==> config.mk <==
export PLATFORM = sky130hd
export DESIGN_NAME = ir_nec_tx
export DESIGN_NICKNAME = d
export VERILOG_FILES = /design/src/rtl/ir_nec_tx.sv
export SDC_FILE = /design/constraint.sdc
export NUM_CORES = 1
export LEC_CHECK = 0
export BUFFER_PORTS_ARGS = -buffer_cell sky130_fd_sc_hd__buf_2
export CAP_MARGIN = 30
export CORE_ASPECT_RATIO = 1.25
export CORE_UTILIZATION = 40
export DETAILED_ROUTE_END_ITERATION = 6
export GPL_ROUTABILITY_DRIVEN = 1
export PLACE_DENSITY = 0.61
export SYNTH_ARGS = -nofsm -noshare
export SYNTH_HDL_FRONTEND = slang
export SYNTH_SLANG_ARGS = --single-unit
==> constraint.sdc <==
create_clock -name FPGA_CLK -period 3.6 [get_ports FPGA_CLK]
set_input_delay 0 -clock FPGA_CLK [delete_from_list [all_inputs] [get_ports FPGA_CLK]]
set_output_delay 0 -clock FPGA_CLK [all_outputs]
set_load 0.02 [all_outputs]
==> src/rtl/ir_nec_tx.sv <==
// ir_nec_tx -- NEC-format infrared transmitter.
//
// On an accepted START the module sends one frame carrying the 32-bit word
// {ADDR, ~ADDR, CMD, ~CMD}, MSB first. The frame has these parts:
//   - a 16-unit leader mark;
//   - an 8-unit leader space;
//   - 32 pulse-distance bits (1-unit mark, then a 1-unit space for 0 or a 3-unit space for 1);
//   - a 1-unit stop mark;
//   - GAP_UNITS idle units, during which BUSY is still held high.
//
// Build option: define IR_TX_CARRIER_EN to modulate IR_LED with a carrier
// during marks. IR_LED toggles every CARRIER_HALF cycles, and the carrier
// restarts at each mark. Without the macro, IR_LED is simply ~IR_LVL.
//
// Ports:
//   FPGA_CLK  in      system clock
//   FPGA_RST  in      asynchronous reset, active-low
//   START     in      one-cycle frame request, ignored while BUSY=1
//   ADDR      in [8]  address byte, captured on the accepted START
//   CMD       in [8]  command byte, captured on the accepted START
//   BUSY      out     high from the cycle after an accepted START to the end of the gap
//   DONE      out     one-cycle pulse on the last gap cycle
//   IR_LVL    out     line level: 0 = mark, 1 = space/idle
//   IR_LED    out     emitter drive, high (or carrier) during mark
//
// UNIT_CYC must be at least 2, because DONE is registered one cycle ahead.
module ir_nec_tx #(
  parameter int UNIT_CYC     = 28125,
  parameter int GAP_UNITS    = 72,
  parameter int CARRIER_HALF = 658
) (
  input  logic       FPGA_CLK,
  input  logic       FPGA_RST,
  input  logic       START,
  input  logic [7:0] ADDR,
  input  logic [7:0] CMD,
  output logic       BUSY,
  output logic       DONE,
  output logic       IR_LVL,
  output logic       IR_LED
);

  localparam int CW = (UNIT_CYC > 2) ? $clog2(UNIT_CYC) : 1;
  localparam logic [CW-1:0] CYC_LAST = CW'(UNIT_CYC - 1);
  localparam logic [CW-1:0] CYC_PRE  = CW'(UNIT_CYC - 2);
  localparam logic [6:0]    GAP_LAST = 7'(GAP_UNITS - 1);

  typedef enum logic [2:0] {
    IDLE, LEAD_MARK, LEAD_SPACE, BIT_MARK, BIT_SPACE, STOP_MARK, GAP
  } state_t;

  state_t        state, state_next;
  logic [CW-1:0] cyc_cnt;
  logic [6:0]    unit_cnt;
  logic [6:0]    unit_last;
  logic [5:0]    bit_cnt;
  logic [31:0]   sreg;
  logic          unit_tick;
  logic          state_end;
  logic          mark_next;

`ifdef IR_TX_CARRIER_EN
  localparam int KW = (CARRIER_HALF > 2) ? $clog2(CARRIER_HALF) : 1;
  localparam logic [KW-1:0] CAR_LAST = KW'(CARRIER_HALF - 1);
  logic [KW-1:0] car_cnt;
`endif

  always_comb begin
    unit_tick = (cyc_cnt == CYC_LAST);
    unit_last = 7'd0;
    case (state)
      LEAD_MARK:  unit_last = 7'd15;
      LEAD_SPACE: unit_last = 7'd7;
      BIT_SPACE:  unit_last = sreg[31] ? 7'd2 : 7'd0;
      GAP:        unit_last = GAP_LAST;
      default:    unit_last = 7'd0;
    endcase
    state_end = unit_tick && (unit_cnt == unit_last);

    state_next = state;
    case (state)
      IDLE:       if (START)     state_next = LEAD_MARK;
      LEAD_MARK:  if (state_end) state_next = LEAD_SPACE;
      LEAD_SPACE: if (state_end) state_next = BIT_MARK;
      BIT_MARK:   if (state_end) state_next = BIT_SPACE;
      // bit_cnt still holds the pre-increment value here, so 31 means the last bit.
      BIT_SPACE:  if (state_end) state_next = (bit_cnt == 6'd31) ? STOP_MARK : BIT_MARK;
      STOP_MARK:  if (state_end) state_next = GAP;
      GAP:        if (state_end) state_next = IDLE;
      default:    state_next = IDLE;
    endcase
    mark_next = (state_next == LEAD_MARK) || (state_next == BIT_MARK) ||
                (state_next == STOP_MARK);
  end

  always_ff @(posedge FPGA_CLK or negedge FPGA_RST) begin
    if (!FPGA_RST) begin
      state    <= IDLE;
      cyc_cnt  <= '0;
      unit_cnt <= '0;
      bit_cnt  <= '0;
      sreg     <= '0;
      BUSY     <= 1'b0;
      DONE     <= 1'b0;
      IR_LVL   <= 1'b1;
      IR_LED   <= 1'b0;
`ifdef IR_TX_CARRIER_EN
      car_cnt  <= '0;
`endif
    end else begin
      // DONE is raised one cycle early so the registered pulse lands on the last gap cycle.
      DONE <= (state == GAP) && (unit_cnt == GAP_LAST) && (cyc_cnt == CYC_PRE);

      if (state_next != state) begin
        state    <= state_next;
        cyc_cnt  <= '0;
        unit_cnt <= '0;
        BUSY     <= (state_next != IDLE);
        IR_LVL   <= ~mark_next;
        // The carrier build also starts each mark with IR_LED high.
        IR_LED   <= mark_next;
`ifdef IR_TX_CARRIER_EN
        car_cnt  <= '0;
`endif
        if (state == IDLE) begin
          sreg    <= {ADDR, ~ADDR, CMD, ~CMD};
          bit_cnt <= '0;
        end
        if (state == BIT_SPACE) begin
          sreg    <= {sreg[30:0], 1'b0};
          bit_cnt <= bit_cnt + 6'd1;
        end
      end else if (state != IDLE) begin
        cyc_cnt <= unit_tick ? '0 : cyc_cnt + CW'(1);
        if (unit_tick) unit_cnt <= unit_cnt + 7'd1;
`ifdef IR_TX_CARRIER_EN
        if (!IR_LVL) begin
          if (car_cnt == CAR_LAST) begin
            car_cnt <= '0;
            IR_LED  <= ~IR_LED;
          end else begin
            car_cnt <= car_cnt + KW'(1);
          end
        end
`endif
      end
    end
  end

endmodule

==> flow_summary_export.csv, run 1 <==
group,metric,value,unit
timing,finalSetupViolCount,0,
synth,yosysWarnings,0,
floorplanning,placementRows,38,
setup_path,r2r-end,"sreg[7]",
clocking,root_buffer,"clkbuf_8",
routing,wl,8300,um
clocking,clock_latency,0.35,ns
final_layout,drive_gt1_frac,0.221,
clocking,clkTransAtPathRegs,0.08,ns
final_layout,layout.nets,420,
final_layout,antenna-diode-count,0,
synth,synthTopCellsByArea,"dfrtp_1, o221a_2, nand2_1, nand2b_1, xor2_1",
synth,ys_seq_area_frac,0.463,
timing,hold_viol,0,
setup_path,startpoint,"cyc_cnt[9]",
floorplanning,die_w,87.1,um
floorplanning,fp.coreArea,0.00875,sq mm
synth,syn_avg_cell_area,9.99,sq um
final_layout,stdcell_count,522,
timing,timing.final.crit_period,3.13,ns
power_and_ir_drop,vdd_drop_max,0.253,mV
status,status,"finished, final reports clean",
synth,synth.largest_area_cell,"dfrtp_1",
setup_path,slowest_stage,"a21o_1",
setup_path,regToRegSetupSlack,0.47,ns
synth,yosysUniqueCellTypes,54,
timing,finClkSkew,0.00797,ns
clocking,cts_made_buffers,9,
synth,netlist.area_leader.share,0.456,
setup_path,worst-setup-path-type,"reg2reg",
routing,ant_nets,0,
global_routing,grt_pass1_vias,2992,
timing,rsz0062_at_grt,"no",
clocking,clock_tree.buffer_depth,2,
job,drv_cap,0,
power_and_ir_drop,p_leak,1.72,nW
synth,synth_nets,386,
routing,drc_errors,0,
power_and_ir_drop,finalPower,1.95,mW
global_routing,grt_remaining_overflow,0,
clocking,htree_levels,3,
synth,synth_seq_cells,67,
global_routing,antenna_found_initial,0,
floorplanning,dieArea,0.00945,sq mm
routing,vias,2927,
placement,dp.cells,489,
setup_path,critPathMaxFanout,31,
clocking,cts.sinks,67,
placement,portBuffers,22,
setup_path,crit_chain,"or4b_4 -> nor4_2 -> and3_1 -> a31oi_1 -> a21o_1 -> o221a_2",
final_layout,n_fill_cell,824,
worst_hold_path,holdCritPathClass,"in2async",
placement,finalWeightedCongestion,0.876,
setup_path,worst_setup_path_start_kind,"flip-flop",
routing,dr.pass1.iters,5,
setup_path,rr_worst_depth,6,
routing,avgViaCountPerCell,5.61,
placement,place_hpwl,5540,um
synth,yosys-top-cells-count,"dfrtp_1, nand2_1, o221a_2",
timing,setup_tns,0,ns
setup_path,crit_end,"sreg[7]",
placement,dpl_cell_area,0.00385,sq mm
floorplanning,die_h,108,um
routing,post_drt_wl_per_cell,15.9,um
timing,fmax,319,MHz
global_routing,grt_pass1_wl,14200,um
timing,min_period_over_period,0.871,
floorplanning,start_util,0.414,
timing,worst_pin_slew,0.951,ns
final_layout,final_area,0.00424,sq mm
global_routing,grtUsageTotal,0.195,
floorplanning,ios,23,
routing,drtIter0Drc,200,
synth,async_flop_share,1.00,
synth,synth_edf_count,0,
setup_path,cp_slowest_stage_delay,0.60,ns
setup_path,required,3.83,ns
timing,slew_viol_final,0,
clocking,postCtsSetupBuffers,0,
synth,ys.flop_type,"dfrtp_1",
setup_path,timing.rr.start,"cyc_cnt[9]",
final_layout,multi_input_area,0.00181,sq mm
setup_path,cp_data_arrival_time,3.37,ns
global_routing,grt_max_degree,42,
final_layout,syn2layout_area_growth,17.0,%
clocking,cts_tree,"done",
power_and_ir_drop,powerDensity,459,mW/mm^2
final_layout,register_area,0.00168,sq mm
synth,synthMostInstantiatedCell,"dfrtp_1",
timing,relSlewSlack,0.366,
synth,syn-instance-count,363,
synth,syn_area,0.00362,sq mm
setup_path,endpoint_kind,"flip-flop",
## how the worst min path moves through the flow
stage	depth (start not counted)	end	start
floorplan	0	BUSY	FPGA_RST
global placement	1	BUSY	FPGA_RST
detailed placement	1	BUSY	FPGA_RST
CTS	2	BUSY	FPGA_RST
global route	2	BUSY	FPGA_RST
finish	2	BUSY	FPGA_RST
## cells in the final DEF, fill, tap and decap left out, types with 8 or more instances in the layout
master / netlist / final
nand3_1: 17 / 17
nand2_1: 37 / 37
dlygate4sd3_1: 0 / 17
o21ai_0: 14 / 14
nor2_1: 24 / 24
dfrtp_1: 66 / 66
nand2b_1: 20 / 20
a21oi_1: 8 / 8
o221a_2: 31 / 31
buf_2: 5 / 22
nor3_1: 16 / 16
buf_4: 3 / 8
clkbuf_8: 0 / 10
nand4_1: 9 / 9
xor2_1: 13 / 13
## per-stage QoR
step | hold slack (ns) | utilization | setup WS (ns)
3_3_place_gp | 0.217 | 0.437 | 0.584
4_1_cts | 0.0106 | 0.485 | 0.475
6_report | 0.00877 | 0.485 | 0.466
3_5_place_dp | -0.156 | 0.440 | 0.511
5_1_grt | 0.0230 | 0.485 | 0.311
2_1_floorplan | -0.296 | - | 0.983
## logic make-up (layout without fill, tap and decap cells)
family,Yosys count,count (layout),share of synthesized area
muxes,6,6,0.0173
and+or+nand+nor,156,156,0.231
buffers and inverters,30,69,0.0380
adders and majority gates,4,4,0.0138
xor gates and xnor gates,20,20,0.0483
DFF,67,67,0.463
AOI/OAI and AO/OA,80,80,0.188
## layer usage
layer | up-vias | share of wire | track usage
li1 | 1419 | - | -
met1 | 1441 | 0.45 | 0.245
met2 | 59 | 0.51 | 0.327
met3 | 8 | 0.034 | 0.0305
met4 | 0 | 0.015 | 0.0913
met5 | - | 0 | 0
## report_power, final
part	total [mW]	internal (mW)	switching, mW
logic	0.271	0.154	0.117
registers	0.960	0.851	0.109
clock network	0.717	0.410	0.307
total	1.95	1.41	0.533
## state kept, by name (all words and copies together), names as in the netlist
name / cells
cyc_cnt: 15
BUSY: 1
bit_cnt: 6
unit_cnt: 7
sreg: 32
IR_LVL: 1
DONE: 1
IR_LED: 1
state: 3
## timing repair
| item | 4_1_cts | 5_1_grt |
|---|---|---|
| hold buffers | 17 | 0 |
| gates resized for setup | 0 | 0 |
| endpoints found under the hold margin | 82 | 0 |
## area by class of cell
cell class | count | share of cell area
multi-input combinational | 266 | 0.427
clock buffer | 10 | 0.0324
clock inverter | 6 | 0.0206
timing repair buffer | 48 | 0.0850
tap | 120 | 0.0354
sequential | 67 | 0.396
inverter | 5 | 0.00442
## worst max-delay path: cells and delay by family, from the launching register on
family          cells  cell delay, ns
flops               1            0.44
simple gates        3            1.31
compound gates      3            1.26
(Power assumes the default switching activity.)
==> run 2: changes to the inputs <==
--- a/config.mk
+++ b/config.mk
@@ -8,10 +8,11 @@
 export BUFFER_PORTS_ARGS = -buffer_cell sky130_fd_sc_hd__buf_2
 export CAP_MARGIN = 30
 export CORE_ASPECT_RATIO = 1.25
-export CORE_UTILIZATION = 40
+export CORE_UTILIZATION = 61
 export DETAILED_ROUTE_END_ITERATION = 6
 export GPL_ROUTABILITY_DRIVEN = 1
-export PLACE_DENSITY = 0.61
+export PLACE_DENSITY = 0.85
+export SKIP_CTS_REPAIR_TIMING = 1
 export SYNTH_ARGS = -nofsm -noshare
 export SYNTH_HDL_FRONTEND = slang
 export SYNTH_SLANG_ARGS = --single-unit
==> constraint.sdc (replaced) <==
create_clock -name FPGA_CLK -period 3.6 [get_ports FPGA_CLK]
set_input_delay 0.72 -clock FPGA_CLK [delete_from_list [all_inputs] [get_ports FPGA_CLK]]
set_output_delay 0.72 -clock FPGA_CLK [all_outputs]
set_load 0.02 [all_outputs]
==> flow_summary_export.csv, run 2 (synthesized netlist as in run 1, its figures left out) <==
group,metric,value,unit
global_routing,grt_pass1_vias,2754,
final_layout,layout.nets,401,
routing,drc_errors,0,
power_and_ir_drop,vdd_drop_max,0.308,mV
setup_path,worst_setup_path_start_kind,"flip-flop",
clocking,clock_latency,0.35,ns
final_layout,top_register,"sreg",
final_layout,final_cell_mix,"dfrtp_1, nand2_1, o221a_2",
routing,avgViaCountPerCell,6.41,
placement,place_ws,0.545,ns
routing,post_drt_wl_per_cell,16.5,um
timing,finClkSkew,0.00884,ns
timing,fmax,321,MHz
global_routing,grt_pass1_wl,12600,um
final_layout,register_area,0.00168,sq mm
placement,portBuffers,22,
status,status,"finished, final reports clean",
final_layout,n_fill_cell,438,
final_layout,layout_commonest_cell,"dfrtp_1",
setup_path,cp_data_arrival_time,3.36,ns
final_layout,drive_gt1_frac,0.227,
placement,place_hpwl,5140,um
timing,fin_ws,0.480,ns
timing,finalSetupViolCount,0,
global_routing,grt_remaining_overflow,0,
clocking,cts_tree,"done",
timing,relSlewSlack,0.377,
timing,hold_viol,0,
routing,vias,2876,
timing,min_period_over_period,0.867,
routing,wl,7400,um
final_layout,top_regs,"sreg: 32 flops, cyc_cnt: 15 flops, unit_cnt: 7 flops",
global_routing,antenna_found_initial,0,
setup_path,critPathMaxFanout,31,
power_and_ir_drop,p_leak,1.60,nW
routing,dr.pass1.iters,6,
clocking,cts_made_buffers,9,
floorplanning,die_w,70.9,um
clocking,clkTransAtPathRegs,0.07,ns
routing,drtIter0Drc,247,
setup_path,required,3.84,ns
timing,worst_pin_slew,0.935,ns
floorplanning,placementRows,31,
worst_hold_path,holdCritPathClass,"in2async",
global_routing,grtUsageTotal,0.262,
timing,rsz0062_at_grt,"no",
timing,timing.final.crit_period,3.12,ns
power_and_ir_drop,powerDensity,450,mW/mm^2
floorplanning,start_util,0.627,
routing,ant_nets,0,
clocking,cts.sinks,67,
floorplanning,ios,23,
global_routing,grt_max_degree,43,
setup_path,worst-setup-path-type,"reg2reg",
timing,setup_tns,0,ns
clocking,htree_levels,3,
clocking,clock_tree.buffer_depth,2,
final_layout,antenna-diode-count,0,
floorplanning,dieArea,0.00626,sq mm
final_layout,syn2layout_area_growth,8.42,%
placement,finalWeightedCongestion,0.828,
final_layout,largest_register_ffs,32,
floorplanning,die_h,88.2,um
job,drv_cap,0,
setup_path,endpoint_kind,"flip-flop",
clocking,root_buffer,"clkbuf_8",
timing,slew_viol_final,0,
floorplanning,fp.coreArea,0.00578,sq mm
final_layout,multi_input_area,0.00181,sq mm
## run 2: power breakdown
group          switching, mW  internal [mW]
Sequential             0.110          0.851
Clock                  0.291          0.267
Combinational          0.111          0.140
## run 2: area by class of cell
| type | count | share of cell area |
|---|---|---|
| timing repair buffer | 29 | 0.0414 |
| inverter | 5 | 0.00478 |
| multi-input combinational | 266 | 0.460 |
| clock buffer | 10 | 0.0350 |
| sequential | 67 | 0.427 |
| clock inverter | 6 | 0.0105 |
| tap | 66 | 0.0210 |
## run 2: metal layers
| metal | vias to the layer above | global-route usage | share of wire |
|---|---|---|---|
| li1 | 1381 | - | - |
| met4 | 0 | 0.133 | 0.021 |
| met1 | 1416 | 0.334 | 0.44 |
| met5 | - | 0 | 0 |
| met2 | 67 | 0.447 | 0.51 |
| met3 | 12 | 0.0288 | 0.031 |
## run 2: critical path, stage by stage, from the launching register on
cell      delay, ns
dfrtp_1        0.73
nor2_1         0.16
a21boi_0       0.42
mux2i_1        0.51
nand2_1        0.24
a21o_1         0.54
o221a_2        0.40
## run 2: path summary, 6_finish.rpt
check	start	end	slack, ns	cells past startpoint
min in group FPGA_CLK	cyc_cnt[13]	cyc_cnt[13]	0.55	1
hold / removal	FPGA_RST	state[0]	0.36	1
setup / recovery	state[1]	sreg[20]	0.48	6
setup reg to reg	state[1]	sreg[20]	0.48	6
hold reg to reg	cyc_cnt[13]	cyc_cnt[13]	0.55	1
max in group asynchronous	FPGA_RST	IR_LVL	2.30	2
## run 2: through the flow
step	instance area, sq um	power (mW)	utilization	hold WS (ns)	cells
finish	3930	1.77	0.680	0.363	449
floorplan	3620	1.14	-	0.424	363
detailed placement	3750	1.22	0.649	0.533	433
CTS	3930	1.78	0.680	0.367	449
global route	3930	1.86	0.680	0.410	449
global placement	3750	1.21	0.649	0.523	433
